==> config.mk <==
export PLATFORM = sky130hd
export DESIGN_NAME = acp_burst_reader
export DESIGN_NICKNAME = d
export VERILOG_FILES = /design/src/rtl/acp_burst_reader.sv
export SDC_FILE = /design/constraint.sdc
export NUM_CORES = 2
export LEC_CHECK = 0
export ABC_AREA = 1
export BUFFER_PORTS_ARGS = -buffer_cell sky130_fd_sc_hd__clkbuf_2
export CAP_MARGIN = 30
export CORE_MARGIN = 8
export CORE_UTILIZATION = 45
export CTS_CLUSTER_DIAMETER = 150
export DETAILED_ROUTE_END_ITERATION = 16
export PLACE_DENSITY_LB_ADDON = 0.15
export SKIP_LAST_GASP = 1
export SLEW_MARGIN = 15
export SYNTH_ARGS = -nofsm -noshare
export SYNTH_HDL_FRONTEND = slang
export SYNTH_SLANG_ARGS = --single-unit
==> constraint.sdc <==
create_clock -name clk -period 9.6 [get_ports clk]
set_input_delay 0.96 -clock clk [delete_from_list [all_inputs] [get_ports clk]]
set_output_delay 0.96 -clock clk [all_outputs]
set_load 0.02 [all_outputs]
==> src/rtl/acp_burst_reader.sv <==
// AXI4 INCR burst read engine: splits (addr, beats) commands into 4 KB-safe bursts on the ACP read channel.
// Latency: a returned R beat appears on the stream one cycle after it is written into the return FIFO.
// Backpressure: m_tready stalls the FIFO; new bursts issue only when free FIFO credits cover the whole burst.
module acp_burst_reader #(
    parameter int DATA_W     = 64,
    parameter int MAX_BURST  = 16,
    parameter int FIFO_DEPTH = 32
) (
    input  logic              clk,
    input  logic              rst_n,

    input  logic              cmd_valid,
    output logic              cmd_ready,
    input  logic [31:0]       cmd_addr,
    input  logic [15:0]       cmd_beats,
    output logic              done,
    output logic              err,

    output logic [31:0]       M_AXI_ARADDR,
    output logic [7:0]        M_AXI_ARLEN,
    output logic [2:0]        M_AXI_ARSIZE,
    output logic [1:0]        M_AXI_ARBURST,
    output logic [3:0]        M_AXI_ARCACHE,
    output logic [2:0]        M_AXI_ARPROT,
    output logic              M_AXI_ARVALID,
    input  logic              M_AXI_ARREADY,
    input  logic [DATA_W-1:0] M_AXI_RDATA,
    input  logic [1:0]        M_AXI_RRESP,
    input  logic              M_AXI_RLAST,
    input  logic              M_AXI_RVALID,
    output logic              M_AXI_RREADY,

    output logic [DATA_W-1:0] m_tdata,
    output logic              m_tvalid,
    input  logic              m_tready,
    output logic              m_tlast
);

    localparam int AW    = $clog2(FIFO_DEPTH);
    localparam int CNT_W = AW + 1;

    typedef enum logic [1:0] {
        S_IDLE,
        S_ISSUE,
        S_DRAIN
    } state_t;

    state_t             state;
    logic               alive;
    logic               done_q;
    logic [28:0]        addr_q;        // 8-byte word address of the next burst
    logic [15:0]        remaining;
    logic [15:0]        total_beats;
    logic [15:0]        rx_cnt;
    logic [CNT_W-1:0]   reserved;
    logic [CNT_W-1:0]   fifo_cnt;
    logic [AW-1:0]      wr_ptr;
    logic [AW-1:0]      rd_ptr;
    logic [DATA_W:0]    mem [FIFO_DEPTH];

    logic               ar_hs;
    logic               r_hs;
    logic               s_hs;
    logic               ar_raise;
    logic               fifo_full;
    logic               rx_last;
    logic [16:0]        room;
    logic [16:0]        len;
    logic [16:0]        credit;
    logic [CNT_W-1:0]   res_add;
    logic [CNT_W-1:0]   res_sub;

    // Unconsumed inputs: framing comes from the beat counter, and the address is beat aligned.
    logic unused_in;
    assign unused_in = ^{M_AXI_RLAST, cmd_addr[2:0]};

    assign M_AXI_ARSIZE  = 3'b011;
    assign M_AXI_ARBURST = 2'b01;
    assign M_AXI_ARCACHE = 4'b1111;
    assign M_AXI_ARPROT  = 3'b000;

    assign fifo_full    = (fifo_cnt == CNT_W'(FIFO_DEPTH));
    assign M_AXI_RREADY = alive && !fifo_full;
    assign m_tvalid     = (fifo_cnt != '0);
    assign m_tdata      = m_tvalid ? mem[rd_ptr][DATA_W:1] : '0;
    assign m_tlast      = m_tvalid && mem[rd_ptr][0];

    assign ar_hs   = M_AXI_ARVALID && M_AXI_ARREADY;
    assign r_hs    = M_AXI_RVALID && M_AXI_RREADY;
    assign s_hs    = m_tvalid && m_tready;
    assign rx_last = ((rx_cnt + 16'd1) == total_beats);
    assign done    = done_q || ((state == S_DRAIN) && s_hs && m_tlast);

    // Burst length is capped by the command, the burst limit and the distance to the next 4 KB page.
    always_comb begin
        room = 17'd512 - 17'(addr_q[8:0]);
        len  = {1'b0, remaining};
        if (len > 17'(MAX_BURST)) begin
            len = 17'(MAX_BURST);
        end
        if (len > room) begin
            len = room;
        end
        credit   = 17'(FIFO_DEPTH) - 17'(fifo_cnt) - 17'(reserved);
        ar_raise = (state == S_ISSUE) && !M_AXI_ARVALID && (remaining != 16'd0) && (credit >= len);
        res_add  = ar_raise ? CNT_W'(len) : '0;
        res_sub  = r_hs ? CNT_W'(1) : '0;
    end

    always_ff @(posedge clk or negedge rst_n) begin
        if (!rst_n) begin
            state         <= S_IDLE;
            alive         <= 1'b0;
            cmd_ready     <= 1'b0;
            done_q        <= 1'b0;
            err           <= 1'b0;
            addr_q        <= '0;
            remaining     <= '0;
            total_beats   <= '0;
            rx_cnt        <= '0;
            reserved      <= '0;
            M_AXI_ARVALID <= 1'b0;
            M_AXI_ARADDR  <= '0;
            M_AXI_ARLEN   <= '0;
        end else begin
            alive    <= 1'b1;
            done_q   <= 1'b0;
            reserved <= reserved + res_add - res_sub;

            if (r_hs) begin
                rx_cnt <= rx_cnt + 16'd1;
                if (M_AXI_RRESP != 2'b00) begin
                    err <= 1'b1;
                end
            end

            case (state)
                S_IDLE: begin
                    if (cmd_valid && cmd_ready) begin
                        cmd_ready   <= 1'b0;
                        addr_q      <= cmd_addr[31:3];
                        remaining   <= cmd_beats;
                        total_beats <= cmd_beats;
                        rx_cnt      <= '0;
                        err         <= 1'b0;
                        if (cmd_beats == 16'd0) begin
                            done_q <= 1'b1;
                        end else begin
                            state <= S_ISSUE;
                        end
                    end else begin
                        cmd_ready <= 1'b1;
                    end
                end

                S_ISSUE: begin
                    // Address and length are captured on raise, so they stay frozen until ARREADY.
                    if (ar_raise) begin
                        M_AXI_ARVALID <= 1'b1;
                        M_AXI_ARADDR  <= {addr_q, 3'b000};
                        M_AXI_ARLEN   <= 8'(len - 17'd1);
                    end else if (ar_hs) begin
                        M_AXI_ARVALID <= 1'b0;
                        addr_q        <= addr_q + 29'(len);
                        remaining     <= remaining - 16'(len);
                        if (remaining == 16'(len)) begin
                            state <= S_DRAIN;
                        end
                    end
                end

                S_DRAIN: begin
                    if (s_hs && m_tlast) begin
                        state     <= S_IDLE;
                        cmd_ready <= 1'b1;
                    end
                end

                default: begin
                    state <= S_IDLE;
                end
            endcase
        end
    end

    // Return FIFO pointers and occupancy; no write-to-read bypass.
    always_ff @(posedge clk or negedge rst_n) begin
        if (!rst_n) begin
            wr_ptr   <= '0;
            rd_ptr   <= '0;
            fifo_cnt <= '0;
        end else begin
            if (r_hs) begin
                wr_ptr <= wr_ptr + AW'(1);
            end
            if (s_hs) begin
                rd_ptr <= rd_ptr + AW'(1);
            end
            case ({r_hs, s_hs})
                2'b10:   fifo_cnt <= fifo_cnt + CNT_W'(1);
                2'b01:   fifo_cnt <= fifo_cnt - CNT_W'(1);
                default: fifo_cnt <= fifo_cnt;
            endcase
        end
    end

    always_ff @(posedge clk) begin
        if (r_hs) begin
            mem[wr_ptr] <= {M_AXI_RDATA, rx_last};
        end
    end

endmodule

Word level (Yosys, flattened, before mapping)
Memory sizes are Yosys's and may differ from the RTL's.
Index checks and enable logic that the tools add are counted.
W data, S select, Z words.
Cells by class
  bitwise logic cells: 0
  order comparisons: 3
  add/subtract/negate cells: 13
  reductions and logical operators: 30
  shift-type cells: 0
  equal/unequal tests: 13
  mux-type cells: 38
  multiply operators: 0
  div/mod/pow operators: 0
Operators with widths (number)
  $mux W16: 7
  $mux W29: 3
  $mux W64: 1
  $pmux W29 S2: 1
  $eq A16 B16 Y1: 2
  $pmux W16 S2: 1
  $add A29 B17 Y29: 1
  $ge A17 B17 Y1: 1
  $gt A17 B17 Y1: 1
  $mux W17: 1
  $add A16 B1 Y16 const B: 1
  $gt A16 B5 Y1 const B: 1
  $logic_not A16 Y1: 1
  $reduce_bool A16 Y1: 1
  $sub A16 B16 Y16: 1
  $mux W1: 14
  $logic_and A1 B1 Y1: 12
  $mux W2: 6
  $pmux W6 S2: 1
  $sub A10 B9 Y11 const A: 1
  $add A5 B1 Y5 const B: 2
  $reduce_bool A2 Y1: 5
  $ne A2 B2 Y1 const B: 4
  $reduce_and A2 Y1: 4
  other kinds (20): 24
Storage, ports and cells
  logic and storage cells: 114
  bits in writable memories: 2080
  memories kept: 1
  output and inout bits: 123
  bits of input ports: 121
  register bits after elaboration: 143
  bits in latches: 0
  ROM bits: 0
Memory list
  mem: depth 32, width 65, rd ports 1, clocked after memory_dff 0, write ports 1, RTL line 59  | logic [DATA_W:0] mem [FIFO_DEPTH];

Longest topological paths before layout
  depth after elaboration: 9
  mapped depth: 47
  depth with buffers taken out: 45

Worst setup path after synthesis
Ideal clock, no wire load.
  path type: register -> register
  start point: reg rx_cnt[2]
  end point: mem mem[0][0] in the netlist's numbering, data pin
  setup slack: 4.020 ns
  library setup time: 0.754 ns
  required time: 8.846 ns
  arrival time: 4.826 ns
  buffers on the path: 0
  cell stages (with the launch flop): 13
  cell sequence: dfrtp_1 inv_1 nor3_1 nand4_1 nor2_1 nand2_1 nor3_1 inv_1 nor3_1 nand3_1 xor2_1 xnor2_1 a2111oi_0
Between the ends
  cells in the longest elaborated chain, start to end: 2
Ends and longest elaborated chain
  start, declared: RTL line 54  | logic [15:0] rx_cnt;
  start signal, assigned: RTL line 131  | rx_cnt <= rx_cnt + 16'd1;
  $add A16 B1 Y16: RTL line 91  | assign rx_last = ((rx_cnt + 16'd1) == total_beats);
  $eq A16 B16 Y1: RTL line 91
  named net rx_last: RTL line 66  | logic rx_last;
  end, declared: RTL line 59
The timed path passes the listed nets, and every way through them passes these cells.

Worst setup path after layout
  start point: reg addr_q[0]
  end point: reg reserved[5]
Between the ends
  cells in the longest elaborated chain, start to end: 8
Ends and longest elaborated chain
  start, declared: RTL line 51  | logic [28:0] addr_q;
  start signal, assigned: RTL line 141  | addr_q <= cmd_addr[31:3];
  start signal, assigned: RTL line 164  | addr_q <= addr_q + 29'(len);
  $sub A10 B9 Y11 *: RTL line 96  | room = 17'd512 - 17'(addr_q[8:0]);
  $gt A17 B17 Y1: RTL line 101  | if (len > room) begin
  $mux W17 *: RTL line 101
  $ge A17 B17 Y1: RTL line 105  | ar_raise = (state == S_ISSUE) && !M_AXI_ARVALID && (remaining != 16'd0) && (credit >= len);
  $logic_and A1 B1 Y1: RTL line 105
  $mux W6 *: RTL line 106  | res_add = ar_raise ? CNT_W'(len) : '0;
  $add A6 B6 Y6 *: RTL line 128  | reserved <= reserved + res_add - res_sub;
  $sub A6 B1 Y6 *: RTL line 128
  end signal, assigned: RTL line 128
  end, declared: RTL line 55  | logic [CNT_W-1:0] reserved;
Every way passes the cells marked *; elsewhere a longest branch is shown, timed or not.
A chain may end at the register's enable or synchronous reset.

==> impl_metrics.env <==
export IMPL_status="finished, final reports clean"
export IMPL_worstSetupStartpointType="register"
export IMPL_main_synth_ff_type="edfxtp_1"
export IMPL_floorplan_die_height_um=464.6
export IMPL_power_density_nw_per_um2=313.8
export IMPL_postRouteWirelength_mm=266.5
export IMPL_dr_first_iter_drc_count=6951
export IMPL_post_cts_hold_buffer_count=0
export IMPL_post_drt_wl_per_cell_um=26.19
export IMPL_slew_headroom_pct=24.14
export IMPL_startpoint_of_the_lowest_slack_register_to_register_path="addr_q[0]"
export IMPL_synth_sequential_area_ratio_pct=72.94
export IMPL_grt_setup_unrepaired="no"
export IMPL_min_period_ns=6.915
export IMPL_layout_area_seq_sq_um=66050
export IMPL_final_max_slew_violation_count=0
export IMPL_yosysWarningCount=0
export IMPL_netlist_area_leader_share_pct=68.99
export IMPL_ys_ff_latch=2223
export IMPL_worst_endpoint_required_time_ns=10.34
export IMPL_drt_first_pass_iters=6
export IMPL_max_cap_violations=0
export IMPL_synthesis_area_per_instance_sq_um=12.55
export IMPL_postLayoutCoreUtil_pct=50.96
export IMPL_cpMaxStageDelayCell="dfrtp_1"
export IMPL_synth_edff_count=2080
export IMPL_synth_top_area_cell="edfxtp_1"
export IMPL_timing_hold_worst_class="input port to asynchronous set/reset pin"
export IMPL_fin_skew_ns=0.07999
export IMPL_synth_mux_area_share_pct=0
export IMPL_maximum_number_of_pins_on_one_net_before_global_route_repair=229
export IMPL_timing_setup_critical_path_class="register to register"
export IMPL_n_fill_cell=17260
export IMPL_row_count=164
export IMPL_leakagePower_nw=34.19
export IMPL_ctsResizeCount=0
export IMPL_route_detailed_vias_per_inst=5.913
export IMPL_cts_htree_levels=4
export IMPL_coreArea_sq_um=199900
export IMPL_synth_async_reset_ratio_pct=6.433
export IMPL_cts_tree="yes"
export IMPL_achievable_frequency_mhz=144.6
export IMPL_synth_area_top_cells="edfxtp_1 69%, o21ai_0 6.5%, nor2_1 5.1%"
export IMPL_synth_commonest_cells="2080 x edfxtp_1, 1232 x nor2_1, 1178 x o21ai_0, 598 x nand2_1, 423 x clkbuf_1"
export IMPL_power_share_clock_pct=26.5
export IMPL_post_synthesis_simple_gate_area_fraction_pct=9.480
export IMPL_routabilityCongestion=0.8704
export IMPL_dr_total_vias=60170
export IMPL_netSwitchingFraction_pct=39.68
export IMPL_seq_power_share_pct=36.3
export IMPL_finalNetCount=7528
export IMPL_combinationalPowerShare_pct=37.2
export IMPL_worst_path_largest_cell_delay_ns=0.43
export IMPL_final_critical_path_setup_slack_ns=2.685
export IMPL_peakVddDrop_uv=401.5
export IMPL_drtAntennaViolNets=0
export IMPL_floorplan_initialDensity_pct=45.30
export IMPL_synth_adder_area_share_pct=1.230
export IMPL_max_clock_path_buffers=3
export IMPL_internal_power_mw=19.28
export IMPL_timing_critical_path_from="addr_q[0]"
export IMPL_post_cts_buffers=0
export IMPL_cp_data_arrival_time_ns=7.66
export IMPL_clock_sinks=2223
export IMPL_cp_max_fo=68
export IMPL_tns_ns=0
export IMPL_finalSetupViolCount=0
export IMPL_endpoint_of_the_worst_setup_timing_path="reserved[5]"
export IMPL_number_of_antenna_violations_at_the_first_check_in_global_routing=23
export IMPL_clk_root_buffer_cell="clkbuf_16"
export IMPL_worstSetupEndpointType="register"
export IMPL_cts_made_buffers=224
export IMPL_final_layout_size_suffix_gt1_share_pct=9.516
export IMPL_synth_cell_type_count=49
export IMPL_port_buffers=224
export IMPL_grt_util_all_layers_pct=23.83
export IMPL_clkSlewWorstSetupHoldPaths_ns=0.06
export IMPL_hold_violations=0
export IMPL_power_spent_charging_and_discharging_nets_mw=12.68
export IMPL_final_min_period_over_clock_period_pct=72.03
export IMPL_die_area_sq_um=215800
export IMPL_main_combinational_cell_family_by_area_after_synthesis="compound AO/OA/AOI/OAI gates"
export IMPL_die_width_um=464.6
export IMPL_preCtsSetupSlack_ns=2.668
export IMPL_synth_most_common_cell="edfxtp_1"
export IMPL_number_of_remaining_drc_errors=0
export IMPL_syn_cell_area_sq_um=90540
export IMPL_postSynthCellCount=7214
export IMPL_area_growth_synth_to_final_pct=12.49
export IMPL_reg2reg_setup_slack_ns=2.69
export IMPL_insertion_delay_ns=0.89
export IMPL_post_synthesis_compound_gate_area_fraction_pct=12.85
export IMPL_wire_length_of_the_first_global_routing_pass_mm=387.4
export IMPL_rr_endpoint="reserved[5]"
export IMPL_number_of_global_route_vias_before_repair=57120
export IMPL_io_pin_count=244
export IMPL_hpwlAfterDp_mm=131.6
export IMPL_worstMarginPinSlew_ns=1.138
export IMPL_globalRoute_totalOverflow=0
export IMPL_synthXorXnorAreaFrac_pct=0.5030
export IMPL_multi_input_comb_area_sq_um=22190
export IMPL_r2r_cells=36
-- placed cells by master, fill, tap and decap left out, drive strengths merged, types with 12 or more instances in the layout --
cell type / instances
xor2: 34
bufinv: 15
nand3: 217
clkinv: 126
ha: 81
a211oi: 14
xnor2: 18
nand4: 26
inv: 207
a221oi: 20
a31oi: 60
buf: 112
dfrtp: 143
clkbuf: 495
nor2: 1233
o221ai: 215
o22ai: 308
conb: 36
edfxtp: 2080
o211ai: 24
a41oi: 17
nor3: 38
nand2: 609
a21oi: 128
o21ai: 1209
nor4: 12
-- worst min path at each step --
stage,startpoint,to,slack [ns],cells after the start
2_1_floorplan,addr_q[27],addr_q[27],0.45,2
3_3_place_gp,addr_q[27],addr_q[27],0.46,2
3_5_place_dp,M_AXI_ARLEN[2],M_AXI_ARLEN[2],0.47,2
4_1_cts,rst_n,rx_cnt[4],0.15,1
5_1_grt,rst_n,err,0.21,1
6_report,rst_n,rx_cnt[1],0.17,1
-- flip-flops by register name (all words and copies together), names as in the netlist, 6 cells and up --
signal,count
M_AXI_ARADDR,29
M_AXI_ARLEN,8
reserved,6
addr_q,29
remaining,16
fifo_cnt,6
rx_cnt,16
total_beats,16
mem,2080
-- routing by layer --
metal / part of all wire (%) / GRT usage, % / vias to the layer above
met1: 42 / 32.73 / 30380
li1: - / - / 26940
met3: 7.4 / 3.953 / 471
met5: 0.024 / 0 / -
met4: 2.6 / 6.883 / 10
met2: 48 / 39.36 / 2366
-- cells by family after synthesis --
kind of cell,Yosys count
compound gates,2010
fa+ha+maj,86
flops,2223
simple gates,2149
buf+inv,692
xor+xnor,52
other cells,2
-- final cells by class --
class	count	share of cell area, %
Clock inverter	147	1.225
Timing Repair Buffer	335	2.333
Tap cell	2656	3.263
Multi-Input combinational cell	4333	21.78
Inverter	204	0.7899
Sequential cell	2223	64.85
Clock buffer	272	5.742
Antenna cell	5	0.01228
-- metrics by stage --
stage	cell area [sq um]	hold slack [ns]	power (mW)	instances
final	101900	0.1748	31.96	10180
after global routing	101800	0.2128	33.69	10170
after CTS	101800	0.1524	32.07	10170
after detailed placement	94670	0.4690	23.64	9748
after global placement	94510	0.4627	23.46	9742
after floorplan	90670	0.4490	19.43	7248
-- power groups by stage --
stage	Clock [mW]	Combinational, mW	Sequential [mW]
after floorplan	0	7.73	11.7
after global placement	0	11.7	11.8
after detailed placement	0	11.8	11.8
after CTS	8.59	11.9	11.6
after global routing	8.98	13.1	11.7
final	8.47	11.9	11.6
-- critical path: cells and delay by family (launching register included) --
family / cells / cell delay [ns]
AO/OA/AOI/OAI: 6 / 1.29
XOR/XNOR: 1 / 0.17
adder cells (fa/ha/maj): 5 / 1.38
buffers and inverters: 7 / 1.06
flip-flops: 1 / 0.43
AND/OR/NAND/NOR: 17 / 2.43
Note: power is estimated with default switching activity, not from simulation.
